### src/rtl/pow_pkg.sv
// pow_pkg: shared types and constants for the power-result display path.
//   state_t         converter FSM states (IDLE, SHIFT, DONE)
//   bcd_digit_t     one packed BCD digit
//   BCD_ADJ_THRESH  digit value at and above which double-dabble adds 3
//   clog2()         ceiling log2, usable in constant expressions
package pow_pkg;

  typedef enum logic [1:0] {
    IDLE,
    SHIFT,
    DONE
  } state_t;

  typedef logic [3:0] bcd_digit_t;

  localparam bcd_digit_t BCD_ADJ_THRESH = 4'd5;

  function automatic int unsigned clog2(input int unsigned v);
    int unsigned r;
    int unsigned x;
    r = 0;
    x = (v > 0) ? v - 1 : 0;
    while (x > 0) begin
      r++;
      x = x >> 1;
    end
    return r;
  endfunction

endpackage

### src/rtl/pow_res_bcd_converter_if.sv
// pow_res_bcd_converter_if: result-in / BCD-out bundle of the converter.
//   in_vld, in_data           upstream power result (no backpressure)
//   busy, bcd_vld, bcd,
//   dig_en, ovf               converter status and display digits
// master: upstream/consumer side; slave: the converter.
interface pow_res_bcd_converter_if #(
  parameter int unsigned w    = 8,
  parameter int unsigned ndig = 3
);

  logic              in_vld;
  logic [w-1:0]      in_data;
  logic              busy;
  logic              bcd_vld;
  logic [4*ndig-1:0] bcd;
  logic [ndig-1:0]   dig_en;
  logic              ovf;

  modport master (
    output in_vld, in_data,
    input  busy, bcd_vld, bcd, dig_en, ovf
  );

  modport slave (
    input  in_vld, in_data,
    output busy, bcd_vld, bcd, dig_en, ovf
  );

endinterface

### src/rtl/bcd_digit_adjust.sv
// bcd_digit_adjust: combinational double-dabble digit correction.
//   d_i  BCD digit before the shift
//   d_o  d_i + 3 when d_i >= BCD_ADJ_THRESH, otherwise d_i
module bcd_digit_adjust
  import pow_pkg::*;
(
  input  bcd_digit_t d_i,
  output bcd_digit_t d_o
);

  always_comb begin
    d_o = (d_i >= BCD_ADJ_THRESH) ? bcd_digit_t'(d_i + 4'd3) : d_i;
  end

endmodule

### src/rtl/pow_res_bcd_converter.sv
// pow_res_bcd_converter: sequential binary-to-BCD converter (shift-add-3)
// feeding the seven-segment driver, with a one-entry pending buffer because
// upstream cannot be stalled.
//   clk     clock
//   rst     synchronous active-high reset, overrides clk_en
//   clk_en  clock enable; all state advances only on enabled edges
//   bus     slave modport: in_vld/in_data in; busy, bcd_vld, bcd, dig_en,
//           ovf out
// Optional feature: define BCD_LEADING_ZERO_BLANK_EN to blank leading-zero
// digits through dig_en (digit 0 always lit); otherwise dig_en is all ones.
// Parameters w/ndig must match those of the connected interface instance,
// and 10**ndig must exceed 2**w - 1.
module pow_res_bcd_converter
  import pow_pkg::*;
#(
  parameter int unsigned w    = 8,
  parameter int unsigned ndig = 3
) (
  input  logic clk,
  input  logic rst,
  input  logic clk_en,
  pow_res_bcd_converter_if.slave bus
);

  localparam int unsigned BW = 4 * ndig;
  localparam int unsigned SW = BW + w;
  localparam int unsigned CW = (clog2(w) > 0) ? clog2(w) : 1;
  localparam logic [CW-1:0] CNT_LAST = CW'(w - 1);

  state_t          state_q, state_d;
  logic [SW-1:0]   scr_q, scr_d;       // {bcd_acc, bin}
  logic [CW-1:0]   cnt_q, cnt_d;
  logic            pend_vld_q, pend_vld_d;
  logic [w-1:0]    pend_data_q, pend_data_d;
  logic [BW-1:0]   bcd_q, bcd_d;
  logic            bcd_vld_q, bcd_vld_d;
  logic            ovf_q, ovf_d;
  logic            busy_q, busy_d;

  logic [BW-1:0]   adj;
  logic [SW-1:0]   adj_scr;

  for (genvar g = 0; g < ndig; g++) begin : g_adj
    bcd_digit_adjust u_adj (
      .d_i (scr_q[w + 4*g +: 4]),
      .d_o (adj[4*g +: 4])
    );
  end

  always_comb begin
    state_d     = state_q;
    scr_d       = scr_q;
    cnt_d       = cnt_q;
    pend_vld_d  = pend_vld_q;
    pend_data_d = pend_data_q;
    bcd_d       = bcd_q;
    bcd_vld_d   = 1'b0;
    ovf_d       = ovf_q;
    adj_scr     = {adj, scr_q[w-1:0]};

    unique case (state_q)
      IDLE: begin
        if (pend_vld_q) begin
          scr_d      = {{BW{1'b0}}, pend_data_q};
          cnt_d      = '0;
          state_d    = SHIFT;
          // Older pending entry goes first; a same-edge arrival takes its slot.
          pend_vld_d = bus.in_vld;
          if (bus.in_vld) begin
            pend_data_d = bus.in_data;
          end
        end else if (bus.in_vld) begin
          scr_d   = {{BW{1'b0}}, bus.in_data};
          cnt_d   = '0;
          state_d = SHIFT;
        end
      end
      SHIFT: begin
        scr_d = {adj_scr[SW-2:0], 1'b0};
        cnt_d = cnt_q + 1'b1;
        if (cnt_q == CNT_LAST) begin
          state_d = DONE;
        end
      end
      DONE: begin
        bcd_d     = scr_q[SW-1:w];
        bcd_vld_d = 1'b1;
        state_d   = IDLE;
      end
      default: state_d = IDLE;
    endcase

    // Arrivals during a conversion park in the pending slot; latest wins.
    if (state_q != IDLE && bus.in_vld) begin
      pend_vld_d  = 1'b1;
      pend_data_d = bus.in_data;
      if (pend_vld_q) begin
        ovf_d = 1'b1;
      end
    end

    busy_d = (state_d != IDLE);
  end

  always_ff @(posedge clk) begin
    if (rst) begin
      state_q     <= IDLE;
      scr_q       <= '0;
      cnt_q       <= '0;
      pend_vld_q  <= 1'b0;
      pend_data_q <= '0;
      bcd_q       <= '0;
      bcd_vld_q   <= 1'b0;
      ovf_q       <= 1'b0;
      busy_q      <= 1'b0;
    end else if (clk_en) begin
      state_q     <= state_d;
      scr_q       <= scr_d;
      cnt_q       <= cnt_d;
      pend_vld_q  <= pend_vld_d;
      pend_data_q <= pend_data_d;
      bcd_q       <= bcd_d;
      bcd_vld_q   <= bcd_vld_d;
      ovf_q       <= ovf_d;
      busy_q      <= busy_d;
    end
  end

`ifdef BCD_LEADING_ZERO_BLANK_EN
  logic [ndig-1:0] dig_en_q, dig_en_d;
  logic [ndig-1:0] blank_en;

  // A digit is lit if it or any more significant digit is nonzero.
  always_comb begin
    logic found;
    found    = 1'b0;
    blank_en = '1;
    for (int unsigned i = ndig - 1; i >= 1; i--) begin
      if (scr_q[w + 4*i +: 4] != 4'd0) begin
        found = 1'b1;
      end
      blank_en[i] = found;
    end
    dig_en_d = (state_q == DONE) ? blank_en : dig_en_q;
  end

  always_ff @(posedge clk) begin
    if (rst) begin
      dig_en_q <= '1;
    end else if (clk_en) begin
      dig_en_q <= dig_en_d;
    end
  end

  assign bus.dig_en = dig_en_q;
`else
  assign bus.dig_en = '1;
`endif

  assign bus.busy    = busy_q;
  assign bus.bcd_vld = bcd_vld_q;
  assign bus.bcd     = bcd_q;
  assign bus.ovf     = ovf_q;

endmodule
### src/flat_wrapper.sv
// flat-port wrapper written by rule: the top's interface ports become plain ports
module pow_res_bcd_converter_flat import pow_pkg::*;
#(
  parameter int unsigned w    = 8,
  parameter int unsigned ndig = 3
)
  (clk, rst, clk_en, bus_in_vld, bus_in_data, bus_busy, bus_bcd_vld, bus_bcd, bus_dig_en, bus_ovf);
  pow_res_bcd_converter_if #(.w(w), .ndig(ndig)) bus_i ();
  input  logic clk;
  input  logic rst;
  input  logic clk_en;
  input wire logic [$bits(bus_i.in_vld)-1:0] bus_in_vld;
  input wire logic [$bits(bus_i.in_data)-1:0] bus_in_data;
  output wire logic [$bits(bus_i.busy)-1:0] bus_busy;
  output wire logic [$bits(bus_i.bcd_vld)-1:0] bus_bcd_vld;
  output wire logic [$bits(bus_i.bcd)-1:0] bus_bcd;
  output wire logic [$bits(bus_i.dig_en)-1:0] bus_dig_en;
  output wire logic [$bits(bus_i.ovf)-1:0] bus_ovf;
  assign bus_i.in_vld = bus_in_vld;
  assign bus_i.in_data = bus_in_data;
  assign bus_busy = bus_i.busy;
  assign bus_bcd_vld = bus_i.bcd_vld;
  assign bus_bcd = bus_i.bcd;
  assign bus_dig_en = bus_i.dig_en;
  assign bus_ovf = bus_i.ovf;
  pow_res_bcd_converter #(.w(w), .ndig(ndig)) u_core (.clk(clk), .rst(rst), .clk_en(clk_en), .bus(bus_i));
endmodule
### config.mk
export PLATFORM = sky130hd
export DESIGN_NAME = pow_res_bcd_converter_flat
export DESIGN_NICKNAME = d
export VERILOG_FILES = /design/src/rtl/pow_pkg.sv /design/src/rtl/pow_res_bcd_converter_if.sv /design/src/rtl/bcd_digit_adjust.sv /design/src/rtl/pow_res_bcd_converter.sv /design/src/flat_wrapper.sv
export SDC_FILE = /design/constraint.sdc
export NUM_CORES = 1
export LEC_CHECK = 0
export CAP_MARGIN = 5
export CORE_ASPECT_RATIO = 0.7
export CORE_MARGIN = 4
export CORE_UTILIZATION = 57
export CTS_CLUSTER_DIAMETER = 150
export DETAILED_ROUTE_END_ITERATION = 12
export PLACE_DENSITY = 0.82
export SLEW_MARGIN = 20
export SYNTH_ARGS = -nofsm -noshare
export SYNTH_HDL_FRONTEND = slang
export SYNTH_SLANG_ARGS = --single-unit
### constraint.sdc
create_clock -name clk -period 3.4 [get_ports clk]
set_clock_uncertainty 0.15 [all_clocks]
set_input_delay 0.68 -clock clk [delete_from_list [all_inputs] [get_ports clk]]
set_output_delay 0.68 -clock clk [all_outputs]
set_load 0.01 [all_outputs]
==> impl_metrics.env <==
export IMPL_dpl_cell_count=316
export IMPL_cellPowerDensity_mw_per_mm2=413.6
export IMPL_synth_seq_cells=49
export IMPL_total_power_w=0.001055
export IMPL_min_period_ns=2.365
export IMPL_synthTopCellsByArea="dfxtp_1 45%, nand2_1 10%, a21oi_1 9.1%, ha_1 4.5%, mux2_2 4.1%"
export IMPL_cellLeakagePower_nw=0.9013
export IMPL_synthCells=252
export IMPL_drt_total_wl_microns=4639
export IMPL_clkLatencyLatePin_ns=0.31
export IMPL_hold_ws_ns=0.3036
export IMPL_crit_fanout=11
export IMPL_ant_nets=0
export IMPL_via_count=1830
export IMPL_internal_power_w=0.0008037
export IMPL_viasPerCell=5.648
export IMPL_post_cts_setup_buffers=0
export IMPL_dr_pass1_iters=4
export IMPL_cts_tree="done"
export IMPL_numCtsBuffers=5
export IMPL_synth_area_sq_mm=0.002201
export IMPL_yosysWarnings=0
export IMPL_ys_seq_area_frac=0.4457
export IMPL_status="complete, no violations"
export IMPL_power_share_clock=0.358
export IMPL_slew_limit_headroom=0.4229
export IMPL_cp_required_ns=3.51
export IMPL_gr_total_overflow=0
export IMPL_ir_drop_uv=288.8
export IMPL_syn_avg_cell_area_sq_um=8.734
export IMPL_grt_max_degree=43
export IMPL_synth_edf_count=0
export IMPL_postCtsHoldBufs=0
export IMPL_hold_violations=0
export IMPL_timing_fmax_ghz=0.4229
export IMPL_crit_path_end_kind="flop"
export IMPL_place_congestion=0.7811
export IMPL_cts_resized_gates=0
export IMPL_startpoint_type="input port"
export IMPL_io_buffers=26
export IMPL_synthToLayoutAreaGrowth_pct=15.92
export IMPL_row_count=18
export IMPL_nets=293
export IMPL_crit_type="input port to flop"
export IMPL_switching_share=0.2384
export IMPL_cts_sinks=49
export IMPL_grt_pass1_wl_microns=7845
export IMPL_io_pins=30
export IMPL_drcViolationCount=0
export IMPL_cp_cell_sequence="clkdlybuf4s50_1 -> and2b_4 -> nand2_1 -> nor2_1 -> a32o_1"
export IMPL_synth_async_reset_ratio=0
export IMPL_slowest_stage="clkdlybuf4s50_1"
export IMPL_cts_root_buf="clkbuf_8"
export IMPL_synth_flop_cell="dfxtp_1"
export IMPL_clk_pin_slew_ns=0.09
export IMPL_cap_violations=0
export IMPL_diodes=0
export IMPL_h_tree_depth=2
export IMPL_period_share=0.6955
export IMPL_seqPwrFrac=0.564
export IMPL_p_switching_w=0.0002515
export IMPL_final_cells=324
export IMPL_cts_buffer_depth=2
export IMPL_tightest_slew_ns=0.8604
export IMPL_fillers=297
export IMPL_die_area_sq_mm=0.004935
export IMPL_grt_use_total=0.2108
export IMPL_rsz0062_at_grt="no"
export IMPL_slowest_delay_ns=0.63
export IMPL_fp_dieH_microns=59.99
export IMPL_wire_per_inst_microns=14.32
export IMPL_grt_antenna_before_repair=0
export IMPL_hold_path_class="flop to flop"
export IMPL_yosysUniqueCellTypes=34
export IMPL_first_global_vias=1699
export IMPL_core_sq_mm=0.003626
export IMPL_final_setup_tns_ns=0
export IMPL_p_comb_frac=0.078
export IMPL_hpwl_microns=3102
export IMPL_die_w_microns=82.27
export IMPL_drv_slew=0
export IMPL_setup_viol=0
export IMPL_start_util=0.6070
export IMPL_synth_top_area_frac=0.4457
export IMPL_drt_initial_drc_count=93
export IMPL_drive_above_1_share=0.08759
export IMPL_synth_top_area_cell="dfxtp_1"
export IMPL_crit_arrival_ns=2.47
==> worst max-delay path, delay by kind of cell <==
| family | cells | cell delay [ns] |
|---|---|---|
| simple gates | 3 | 0.91 |
| compound gates | 1 | 0.26 |
| buf+inv | 1 | 0.63 |
==> placed cells by master, fill, tap and decap left out, types with 3 or more instances in the layout <==
| cell type | instances |
|---|---|
| a32o_1 | 3 |
| dfxtp_1 | 49 |
| conb_1 | 3 |
| nand2b_1 | 6 |
| a22o_1 | 8 |
| a21oi_1 | 40 |
| nand2_1 | 61 |
| inv_1 | 8 |
| mux2i_1 | 3 |
| o21ai_0 | 6 |
| clkbuf_8 | 7 |
| o31ai_1 | 3 |
| mux2_2 | 8 |
| nor2b_1 | 3 |
| ha_1 | 8 |
| xnor2_1 | 3 |
| nand3_1 | 6 |
| clkdlybuf4s50_1 | 26 |
| o221ai_1 | 7 |
==> synth_stat cells (all sizes together), types with 3 or more instances <==
| library cell | number |
|---|---|
| o21ai | 6 |
| dfxtp | 49 |
| o31ai | 4 |
| a32o | 3 |
| a22o | 8 |
| xnor2 | 3 |
| mux2 | 8 |
| inv | 8 |
| buf | 11 |
| nand2b | 6 |
| nor2b | 3 |
| nand3 | 6 |
| mux2i | 3 |
| clkbuf | 4 |
| a21oi | 40 |
| ha | 8 |
| nor2 | 3 |
| o221ai | 7 |
| nand2 | 61 |
==> power by group through the flow <==
stage               Combinational, W  Sequential (W)  Clock [W]
floorplan                  0.0000581        0.000604          0
global placement           0.0000787        0.000608          0
detailed placement         0.0000805        0.000608          0
CTS                        0.0000815        0.000595   0.000383
global route               0.0000900        0.000597   0.000402
finish                     0.0000820        0.000595   0.000378
==> final timing paths <==
| check | from | to | slack (ns) | cells past startpoint |
|---|---|---|---|---|
| setup / recovery | clk_en | u_core.scr_q[15] | 1.04 | 5 |
| hold / removal | u_core.bus.ovf | u_core.bus.ovf | 0.30 | 2 |
| setup reg to reg | u_core.state_q[0] | u_core.scr_q[4] | 1.37 | 4 |
| hold reg to reg | u_core.bus.ovf | u_core.bus.ovf | 0.30 | 2 |
==> layout make-up <==
cell class | instances | area (sq um) | area share
multi-input combinational | 181 | 1105 | 0.4331
clock inverter | 1 | 5.005 | 0.001962
inverter | 9 | 33.78 | 0.01324
sequential | 49 | 980.9 | 0.3845
clock buffer | 7 | 96.34 | 0.03776
timing repair buffer | 27 | 267.8 | 0.1050
tap | 50 | 62.56 | 0.02452
==> sequential cells by signal (all words and copies together), names as in the netlist <==
signal / count
u_core.bus.busy: 1
u_core.bus.bcd: 12
u_core.pend_vld_q: 1
u_core.bus.bcd_vld: 1
u_core.bus.ovf: 1
u_core.cnt_q: 3
u_core.state_q: 2
u_core.scr_q: 20
u_core.pend_data_q: 8
==> cells by family after synthesis <==
kind of cell               after synthesis  synth area share
xor gates and xnor gates                 3           0.01194
buffers and inverters                   24           0.05571
other                                    1          0.001704
adders and majority gates                8           0.04548
muxes                                   11           0.05458
AOI/OAI and AO/OA                       74            0.2240
DFF                                     49            0.4457
and+or+nand+nor                         82            0.1609
==> stage by stage <==
step / instance area, sq um / setup WS [ns] / utilization
after floorplan: 2208 / 1.792 / -
after global placement: 2450 / 0.8065 / 0.6756
after detailed placement: 2450 / 0.7303 / 0.6756
after CTS: 2551 / 1.067 / 0.7036
after global routing: 2551 / 0.9660 / 0.7036
final: 2551 / 1.035 / 0.7036
==> layer usage <==
layer  vias to the layer above  share of wire  routed length, microns  global-route usage
met5                         -              0                       0                   0
li1                        915              -                       -                   -
met2                        60           0.45                    2069              0.3174
met1                       847           0.48                    2210              0.2868
met3                         8          0.061                     283             0.05271
met4                         0          0.016                      75             0.09005
(Power assumes the default switching activity.)
